<file path="config.mk">
export PLATFORM = sky130hd
export DESIGN_NAME = trap_ctrl
export DESIGN_NICKNAME = d
export VERILOG_FILES = /design/src/rtl/trap_ctrl.sv
export SDC_FILE = /design/constraint.sdc
export NUM_CORES = 1
export LEC_CHECK = 0
export BUFFER_PORTS_ARGS = -buffer_cell sky130_fd_sc_hd__buf_2
export CORE_MARGIN = 1.5
export CORE_UTILIZATION = 30
export DETAILED_ROUTE_END_ITERATION = 8
export HOLD_SLACK_MARGIN = 0.15
export SETUP_SLACK_MARGIN = 0.05
export SLEW_MARGIN = 20
export SYNTH_ARGS = -nofsm -noshare
export SYNTH_HDL_FRONTEND = slang
export SYNTH_SLANG_ARGS = --single-unit
</file>
<file path="constraint.sdc">
create_clock -name clk -period 2.5 [get_ports clk]
set_input_delay 0.5 -clock clk [delete_from_list [all_inputs] [get_ports clk]]
set_output_delay 0.5 -clock clk [all_outputs]
set_load 0.01 [all_outputs]
</file>
<file path="src/rtl/trap_ctrl.sv">
`default_nettype none
// ============================================================================
// Module   : trap_ctrl
// Purpose  : Trap sequencer between the IF/ID pipeline stages and the CSR
//            file. It arbitrates exception and MRET requests, then drives the
//            CSR write inputs for exactly one commit cycle. After that it
//            flushes the pipeline for a fixed drain period and issues a
//            single-cycle PC redirect to mtvec (trap) or mepc (MRET).
// Ports    : clk, rst               - clock, async active-high reset
//            if_misaligned/if_pc/if_target   - IF-stage fetch-misalign request
//            id_illegal/id_is_mret/id_pc/id_ir - ID-stage requests
//            mtvec_in, mepc_in      - CSR values used as redirect targets
//            cause_out/epc_out/tval_out/is_mret_out - CSR commit interface
//            flush, busy            - pipeline squash / sequencer active
//            redirect_valid/redirect_pc - one-cycle PC redirect
// Revision : 1.0 - initial release
// ============================================================================
module trap_ctrl #(
  parameter logic [1:0] NOT_EXCEPTION       = 2'b00,
  parameter logic [1:0] I_ADDR_MISALIGNMENT = 2'b01,
  parameter logic [1:0] ILLEGAL_IR          = 2'b10,
  parameter int         FLUSH_CYCLES        = 2      // legal range 1..7
) (
  input  logic        clk,
  input  logic        rst,
  input  logic        if_misaligned,
  input  logic [31:0] if_pc,
  input  logic [31:0] if_target,
  input  logic        id_illegal,
  input  logic        id_is_mret,
  input  logic [31:0] id_pc,
  input  logic [31:0] id_ir,
  input  logic [31:0] mtvec_in,
  input  logic [31:0] mepc_in,
  output logic [1:0]  cause_out,
  output logic [31:0] epc_out,
  output logic [31:0] tval_out,
  output logic        is_mret_out,
  output logic        flush,
  output logic        busy,
  output logic        redirect_valid,
  output logic [31:0] redirect_pc
);

  localparam logic [1:0] S_IDLE     = 2'd0;
  localparam logic [1:0] S_COMMIT   = 2'd1;
  localparam logic [1:0] S_DRAIN    = 2'd2;
  localparam logic [1:0] S_REDIRECT = 2'd3;

  localparam logic [1:0] K_ILL  = 2'd0;
  localparam logic [1:0] K_MIS  = 2'd1;
  localparam logic [1:0] K_MRET = 2'd2;

  localparam logic [2:0] CNT_INIT = 3'(FLUSH_CYCLES - 1);

  logic [1:0]  state;
  logic [1:0]  state_nxt;
  logic [2:0]  cnt;
  logic [1:0]  kind;
  logic [31:0] epc_q;
  logic [31:0] tval_q;
  logic        req_any;

  assign req_any = id_illegal | id_is_mret | if_misaligned;

  // State register
  always_ff @(posedge clk or posedge rst) begin
    if (rst) begin
      state <= S_IDLE;
    end else begin
      state <= state_nxt;
    end
  end

  // Next-state logic; requests only matter in IDLE, so anything arriving
  // while busy (including the REDIRECT cycle) is dropped.
  always_comb begin
    state_nxt = state;
    case (state)
      S_IDLE:     if (req_any) state_nxt = S_COMMIT;
      S_COMMIT:   state_nxt = (FLUSH_CYCLES == 1) ? S_REDIRECT : S_DRAIN;
      S_DRAIN:    if (cnt == 3'd1) state_nxt = S_REDIRECT;
      S_REDIRECT: state_nxt = S_IDLE;
      default:    state_nxt = S_IDLE;
    endcase
  end

  // Request latch and drain counter. The ID stage holds the older
  // instruction, so any ID request masks the IF misalignment.
  always_ff @(posedge clk or posedge rst) begin
    if (rst) begin
      cnt    <= 3'd0;
      kind   <= K_ILL;
      epc_q  <= 32'd0;
      tval_q <= 32'd0;
    end else begin
      case (state)
        S_IDLE: begin
          cnt <= 3'd0;
          if (id_illegal) begin
            kind   <= K_ILL;
            epc_q  <= id_pc;
            tval_q <= id_ir;
          end else if (id_is_mret) begin
            kind   <= K_MRET;
            epc_q  <= 32'd0;
            tval_q <= 32'd0;
          end else if (if_misaligned) begin
            kind   <= K_MIS;
            epc_q  <= if_pc;
            tval_q <= if_target;
          end
        end
        S_COMMIT: cnt <= (FLUSH_CYCLES == 1) ? 3'd0 : CNT_INIT;
        S_DRAIN:  cnt <= cnt - 3'd1;
        default:  cnt <= 3'd0;
      endcase
    end
  end

  // Outputs: CSR inputs are non-zero only in COMMIT so the CSR file sees a
  // single write; redirect targets are read live so a CSR update made at the
  // COMMIT edge is already visible.
  always_comb begin
    cause_out      = NOT_EXCEPTION;
    epc_out        = 32'd0;
    tval_out       = 32'd0;
    is_mret_out    = 1'b0;
    redirect_valid = 1'b0;
    redirect_pc    = 32'd0;
    busy           = (state != S_IDLE);
    flush          = (state != S_IDLE);
    case (state)
      S_COMMIT: begin
        if (kind == K_MRET) begin
          is_mret_out = 1'b1;
        end else begin
          cause_out = (kind == K_ILL) ? ILLEGAL_IR : I_ADDR_MISALIGNMENT;
          epc_out   = epc_q;
          tval_out  = tval_q;
        end
      end
      S_REDIRECT: begin
        redirect_valid = 1'b1;
        redirect_pc    = (kind == K_MRET) ? {mepc_in[31:2], 2'b00}
                                          : {mtvec_in[31:2], 2'b00};
      end
      default: ;
    endcase
  end

endmodule
`default_nettype wire

</file>
* Yosys cells after proc, flatten, opt, wreduce, memory -nomap -nowiden *
Cells that the tools add are included.

word-level totals
  word-level logic and storage cells = 46
  flip-flop bits (word level) = 71
  input port bits = 197

cells by class
  bitwise gates (word level) = 2
  add/subtract/negate cells = 1
  muxes and demuxes = 25
  reduce and logical (&&, ||, !) cells = 6
  equal/unequal tests = 7

operators by type and width
  kind                 count
  $mux 32              12
  $mux 2               8
  $pmux 2 s4           1
  $eq 2x2->1 const B   3
  $pmux 3 s2           1
  $logic_not 2->1      2
  $ne 2x2->1 const B   2
  $reduce_and 2->1     2
  $eq 3x1->1 const B   1
  $mux 1               3
  $reduce_bool 3->1    1
  $sub 3x1->3 const B  1
  $eq 2x1->1 const B   1
  $or 1x1->1           2
  $reduce_bool 2->1    1

* Logic depth before layout (Yosys ltp) *
Gate-level depths: netlist of the first run.

  depth in word-level cells = 4
  gate-level depth with buffers = 8
  depth with buffers taken out = 5

* Worst setup path after synthesis of the first run *
Ideal clock, no wire load.

  kind = register to output
  start point = reg state[1]
  end point = out cause_out[1]
  setup slack = 0.576 ns
  stages on the path, launching flop included = 6
  data required time = 2.000 ns
  data arrival time = 1.424 ns
  path buffers = 2
  cells stage by stage = dfrtp_1 > inv_1 > ha_1 > clkbuf_1 > clkbuf_1 > nor3b_1

on the way
  word-level cells in the longest chain between the ends = 2

RTL lines
  item                      RTL line  text
  start: declaration        56        logic [1:0] state;
  start signal: assignment  71        state <= state_nxt;
  $eq 2x1->1                133       case (state)
  $mux 2                    133
  end: declaration          35        output logic [1:0] cause_out,

No other way between the ends.

* Worst setup path in the final report of the first run *
  start point = reg state[1]
  end point = out tval_out[24]

on the way
  word-level cells in the longest chain between the ends = 2

RTL lines
  item              RTL line  text
  $eq 2x1->1        133
  $mux 32           133
  end: declaration  37        output logic [31:0] tval_out,

No other way between the ends.

==> results of run 1 <==
## logic make-up (layout without fill, tap and decap cells)
family / after synthesis / after routing / synth area share (%)
buf+inv: 61 / 330 / 7.32
fa+ha+maj: 8 / 8 / 2.36
other cells: 1 / 2 / 0.0885
simple gates: 203 / 203 / 22.2
flops: 71 / 71 / 41.9
compound gates: 166 / 166 / 25.6
mux: 1 / 1 / 0.266
xor+xnor: 1 / 1 / 0.207
## cells in the final DEF (no fill, tap or decap), types with 2 or more instances in the layout
cell type and instances:
buf_2 292, nand2_1 128, dfrtp_1 71, a22oi_1 64
o21ai_0 64, and3_1 64, a21boi_0 25, buf_4 10
clkbuf_16 9, ha_1 7, inv_1 6, a21boi_1 5
buf_12 4, nor2_1 3, o21ai_1 2, a21oi_1 2
and2_1 2, conb_1 2, clkbuf_1 2, clkbuf_8 2
bufinv_16 2
## sequential cells by signal, summed over array words and instances, names as in the netlist
signal	count
state	2
kind	2
cnt	3
tval_q	32
epc_q	32
## cell type report
type | instances | area, µm² | area share, %
clock buffers | 13 | 260 | 4.22
clock inverters | 3 | 65.1 | 1.05
inverters | 7 | 26.3 | 0.426
multi-input cells | 381 | 2190 | 35.5
flip-flops and latches | 71 | 1780 | 28.8
well taps | 180 | 225 | 3.65
repair buffers | 307 | 1630 | 26.4
## power by group through the flow
stage / registers [mW] / clock network [mW] / logic (mW)
2_1_floorplan: 1.83 / 0 / 1.94
3_3_place_gp: 1.89 / 0 / 2.91
3_5_place_dp: 1.91 / 0 / 2.92
4_1_cts: 1.89 / 1.43 / 2.93
5_1_grt: 1.95 / 1.48 / 3.28
6_report: 1.89 / 1.38 / 2.90
## repair_timing
item	in CTS	in global routing
buffers inserted	0	0
setup endpoints to repair	0	47
gates resized for setup	0	2
## per-layer routing
layer	vias to the layer above	track usage (%)	routed length, µm	part of all wire [%]
met1	2050	20.8	5510	40
li1	2322	-	-	-
met3	13	4.35	1090	7.9
met5	-	0	0	0
met4	0	5.37	180	1.3
met2	176	32.7	6910	50
## worst max-delay path, delay by kind of cell (launching register included)
family                   cells  cell delay (ns)
adder cells (fa/ha/maj)      1             0.29
buffers and inverters        3             0.51
flip-flops                   1             0.43
AND/OR/NAND/NOR              1             0.20
## final timing paths
check	slack [ns]	cells past startpoint	to	start
worst max-delay path	0.22	5	tval_out[24]	state[1]
worst min-delay path	0.26	3	tval_q[23]	rst
worst max register to register	0.68	5	tval_q[27]	state[0]
worst min register to register	0.47	2	tval_q[5]	tval_q[5]
max in group asynchronous	1.95	3	state[0]	rst
min in group clk	0.46	3	epc_q[8]	if_pc[8]
## stage by stage
stage / total power [mW] / std cells
floorplan: 3.76 / 513
global placement: 4.80 / 946
detailed placement: 4.83 / 946
CTS: 6.25 / 962
global route: 6.71 / 962
finish: 6.18 / 962
==> results.ini, run 1 <==
[detailed_routing]
routed_wl_um = 13700
ant_nets = 0
drt_iter0_markers = 149
post_drt_wl_per_cell_um = 14.2
drt_pre_antenna_iters = 4
vias = 4561
via_per_inst = 4.74
drcViolationCount = 0

[global_routing]
grt_usage_pct = 18.0
antenna_found_initial = 0
grt_pass1_wl_um = 21000
gr-total-overflow = 0
grt_pass1_vias = 4208
grt_max_degree = 75

[worst_setup_path]
endpoint_kind = output pin
start_kind = flop
cp.required_ns = 2.00
path_cells = inv_1 > ha_4 > buf_12 > and3_1 > buf_2
critPathMaxStageDelay_ns = 0.43
arrival_ns = 1.78
cp_max_fo = 46
critPathKind = reg2out
cp_slowest_cell = dfrtp_1

[timing]
rsz0062_at_grt = false
layout_setup_ws_ns = 0.223
setup_tns_ns = 0
fin_hold_ws_ns = 0.257
period_minus_slack_ns = 2.28
slew_viol_final = 0
finalClockSkew_ns = 0.00476
hold_viol_final = 0
timing.fmax_mhz = 439
setup_viol = 0
fin_crit_sh_pct = 91.1

[placement]
place_area_um2 = 5830
dp_hpwl_um = 10400
port_buffers = 292
place_ws_ns = 0.444
gp_congestion = 0.727

[pwr]
clockPowerShare_pct = 22.4
p_per_area_nw_per_um2 = 1000
pwr-share-comb_pct = 47.0
p_sw_share_pct = 38.8
p_switching_mw = 2.39
seqPwrFrac_pct = 30.7
intPower_mw = 3.78
leakage_nw = 3.50
ir_worst_vdd_v = 0.000315

[die]
ios = 299
rows = 43
die_h_um = 122
die_w_um = 122
initial_core_util_pct = 30.6
die_area_um2 = 14800
core_area_um2 = 13800

[status]
status = completed

[final_layout]
nets = 982
diodes = 0
drive_above_1_share_pct = 42.1
area_growth_pct = 45.6
nFillCells = 1445
fin_util_pct = 44.6
post-route-cell-area_um2 = 6170

[synthesis]
yosysSeqAreaShare_pct = 41.9
synth_top_area_share_pct = 41.9
synth.most_common_cell = nand2_1
syn_inst = 512
ys_top_cells_by_area = dfrtp_1, a22oi_1, nand2_1
ys_ff_latch = 71
ys.flop_type = dfrtp_1
synth_common_cells = nand2_1, dfrtp_1, a22oi_1, and3_1, o21ai_0
yosysTopAreaCell = dfrtp_1
synth_edf_count = 0
ys_types = 28
syn_area_per_cell_um2 = 8.28
yosys_warnings = 0
syn_area_um2 = 4240
ys_async_sr_fraction_pct = 100

[run]
cap_violations = 0

[clocking]
cts_buffers = 9
holdBufCountCts = 0
cts_max_level = 3
path_clk_slew_ns = 0.05
clk_latency_ns = 0.32
cts_tree = yes
clockBufferDepth = 2
root_buffer = clkbuf_16
cts_sinks = 71

[min_path]
hold_path.class = in2async

No activity file was read; power rests on OpenSTA's default activity.
==> inputs of run 2 (changes only) <==
--- a/config.mk
+++ b/config.mk
@@ -10,6 +10,7 @@
 export CORE_UTILIZATION = 30
 export DETAILED_ROUTE_END_ITERATION = 8
 export HOLD_SLACK_MARGIN = 0.15
+export PLACE_DENSITY = 0.68
 export SETUP_SLACK_MARGIN = 0.05
 export SLEW_MARGIN = 20
 export SYNTH_ARGS = -nofsm -noshare
==> results.ini, run 2 (synthesized netlist as in run 1, its figures left out) <==
[clocking]
cts_tree = yes
clk_latency_ns = 0.33  ; about the same
root_buffer = clkbuf_16
cts_max_level = 3  ; unchanged
clockBufferDepth = 2  ; unchanged
cts_sinks = 71  ; unchanged
path_clk_slew_ns = 0.06  ; about the same
cts_buffers = 9  ; unchanged

[die]
rows = 43  ; unchanged
die_w_um = 122  ; unchanged
ios = 299  ; unchanged
initial_core_util_pct = 30.6  ; unchanged
die_h_um = 122  ; unchanged
core_area_um2 = 13800  ; unchanged
die_area_um2 = 14800  ; unchanged

[detailed_routing]
ant_nets = 0  ; unchanged
drcViolationCount = 0  ; unchanged
drt_iter0_markers = 137  ; -8.1%
routed_wl_um = 14300  ; +4.6%
via_per_inst = 4.81  ; +1.4%
drt_pre_antenna_iters = 4  ; unchanged
post_drt_wl_per_cell_um = 14.9  ; +4.9%
vias = 4611  ; +1.1%

[worst_setup_path]
endpoint_kind = output pin
critPathKind = reg2out
cp.required_ns = 2.00  ; about the same
arrival_ns = 1.79  ; about the same
start_kind = flop
cp_max_fo = 34  ; -26%

[timing]
slew_viol_final = 0  ; unchanged
worst_pin_slew_ns = 0.682
rsz0062_at_grt = false
timing.fmax_mhz = 436  ; -0.74%
maxSlewHeadroom_pct = 54.5
period_minus_slack_ns = 2.29  ; +0.0169 ns
fin_hold_ws_ns = 0.240  ; -0.0173 ns
setup_viol = 0  ; unchanged
fin_crit_sh_pct = 91.8  ; +0.67 points
finalClockSkew_ns = 0.00681  ; +0.00205 ns
hold_viol_final = 0  ; unchanged
setup_tns_ns = 0  ; unchanged

[global_routing]
gr-total-overflow = 0  ; unchanged
grt-busiest-layer = met2
use_met3_pct = 4.54  ; +0.19 points
antenna_found_initial = 2  ; +2
grt_pass1_wl_um = 21500  ; +2.3%
met2_usage_pct = 35.1  ; +2.5 points
use_met1_pct = 20.6  ; -0.24 points
grt_pass1_vias = 4246  ; +0.90%
grt_max_degree = 69  ; -8.0%
grt_usage_pct = 18.9  ; +0.93 points

[final_layout]
most-common-layout-cells = buf_2, nand2_1, dfrtp_1
diodes = 0  ; unchanged
nFillCells = 1436  ; -0.62%
nets = 980  ; -0.20%
final_cells = 959  ; -0.31%
mostFrequentLayoutCell = buf_2
post-route-cell-area_um2 = 6100  ; -1.2%
drive_above_1_share_pct = 42.1  ; about the same
largestRegisters = epc_q (32), tval_q (32), cnt (3)
area_growth_pct = 43.9

[placement]
gp_congestion = 0.755  ; +3.8%
port_buffers = 292  ; unchanged
dpl.cell_count = 944  ; -0.21%
dp_hpwl_um = 10600  ; +2.2%
place_area_um2 = 5820  ; -0.26%

[status]
status = completed

[min_path]
hold_path.class = in2async

[pwr]
ir_worst_vdd_v = 0.000362  ; +15%
leakage_nw = 3.46  ; -1.2%
p_per_area_nw_per_um2 = 978  ; -2.3%

[run]
cap_violations = 0  ; unchanged

-- run 2: cell types whose count changed in the layout (fill, tap and decap cells not counted) --
cell | before | now
bufinv_16 | 2 | 0
clkbuf_1 | 2 | 0
clkinvlp_4 | 0 | 2
buf_4 | 10 | 9
buf_6 | 1 | 0
clkbuf_8 | 2 | 1
clkinv_2 | 1 | 2
inv_6 | 0 | 1
-- run 2: where the power goes --
part | internal (mW) | switching, mW
sequential | 1.64 | 0.238
combinational | 1.18 | 1.72
clock | 0.692 | 0.484
-- run 2: path summary, 6_finish.rpt --
path                            cells past startpoint          start     endpoint  slack [ns]
max in group asynchronous                           3            rst    epc_q[21]        1.65
worst max-delay path                                4        kind[0]  epc_out[15]        0.21
worst min register to register                      2       epc_q[6]     epc_q[6]        0.47
min in group clk                                    3  if_target[17]   tval_q[17]        0.46
worst min-delay path                                2            rst    epc_q[17]        0.24
worst max register to register                      5       state[0]    epc_q[22]        0.64
-- run 2: repair_timing --
action / 4_1_cts / 5_1_grt
buffers inserted: 0 / 0
hold buffers: 0 / 0
hold endpoints to repair: 0 / 0
resized for setup: 0 / 1
setup endpoints to repair: 0 / 20
-- run 2: worst max-delay path, stage by stage, from the launching register on --
cell      delay (ns)
dfrtp_1         0.41
nand2b_2        0.31
buf_4           0.37
and3_1          0.21
buf_2           0.15
-- run 2: cell type report --
cell class | count | area, µm² | share of cell area [%]
multi-input combinational | 381 | 2190 | 35.9
sequential | 71 | 1780 | 29.1
timing repair buffer | 305 | 1610 | 26.4
clock buffer | 10 | 239 | 3.92
tap | 180 | 225 | 3.69
clock inverter | 5 | 33.8 | 0.554
inverter | 7 | 26.3 | 0.431
-- run 2: routing by layer --
layer  wire length (µm)  share of wire, %  vias to the layer above
li1                   -                 -                     2313
met1               5750                40                     2085
met2               7170                50                      187
met3               1070               7.4                       24
met4                329               2.3                        2
met5                 13             0.091                        -
-- run 2: stage by stage --
step           utilization, %  setup slack (ns)  power (mW)
2_1_floorplan               -             0.203        3.76
3_3_place_gp             42.1             0.476        4.76
3_5_place_dp             42.1             0.436        4.83
4_1_cts                  44.0             0.166        6.04
5_1_grt                  44.1            0.0713        6.49
6_report                 44.1             0.206        5.97
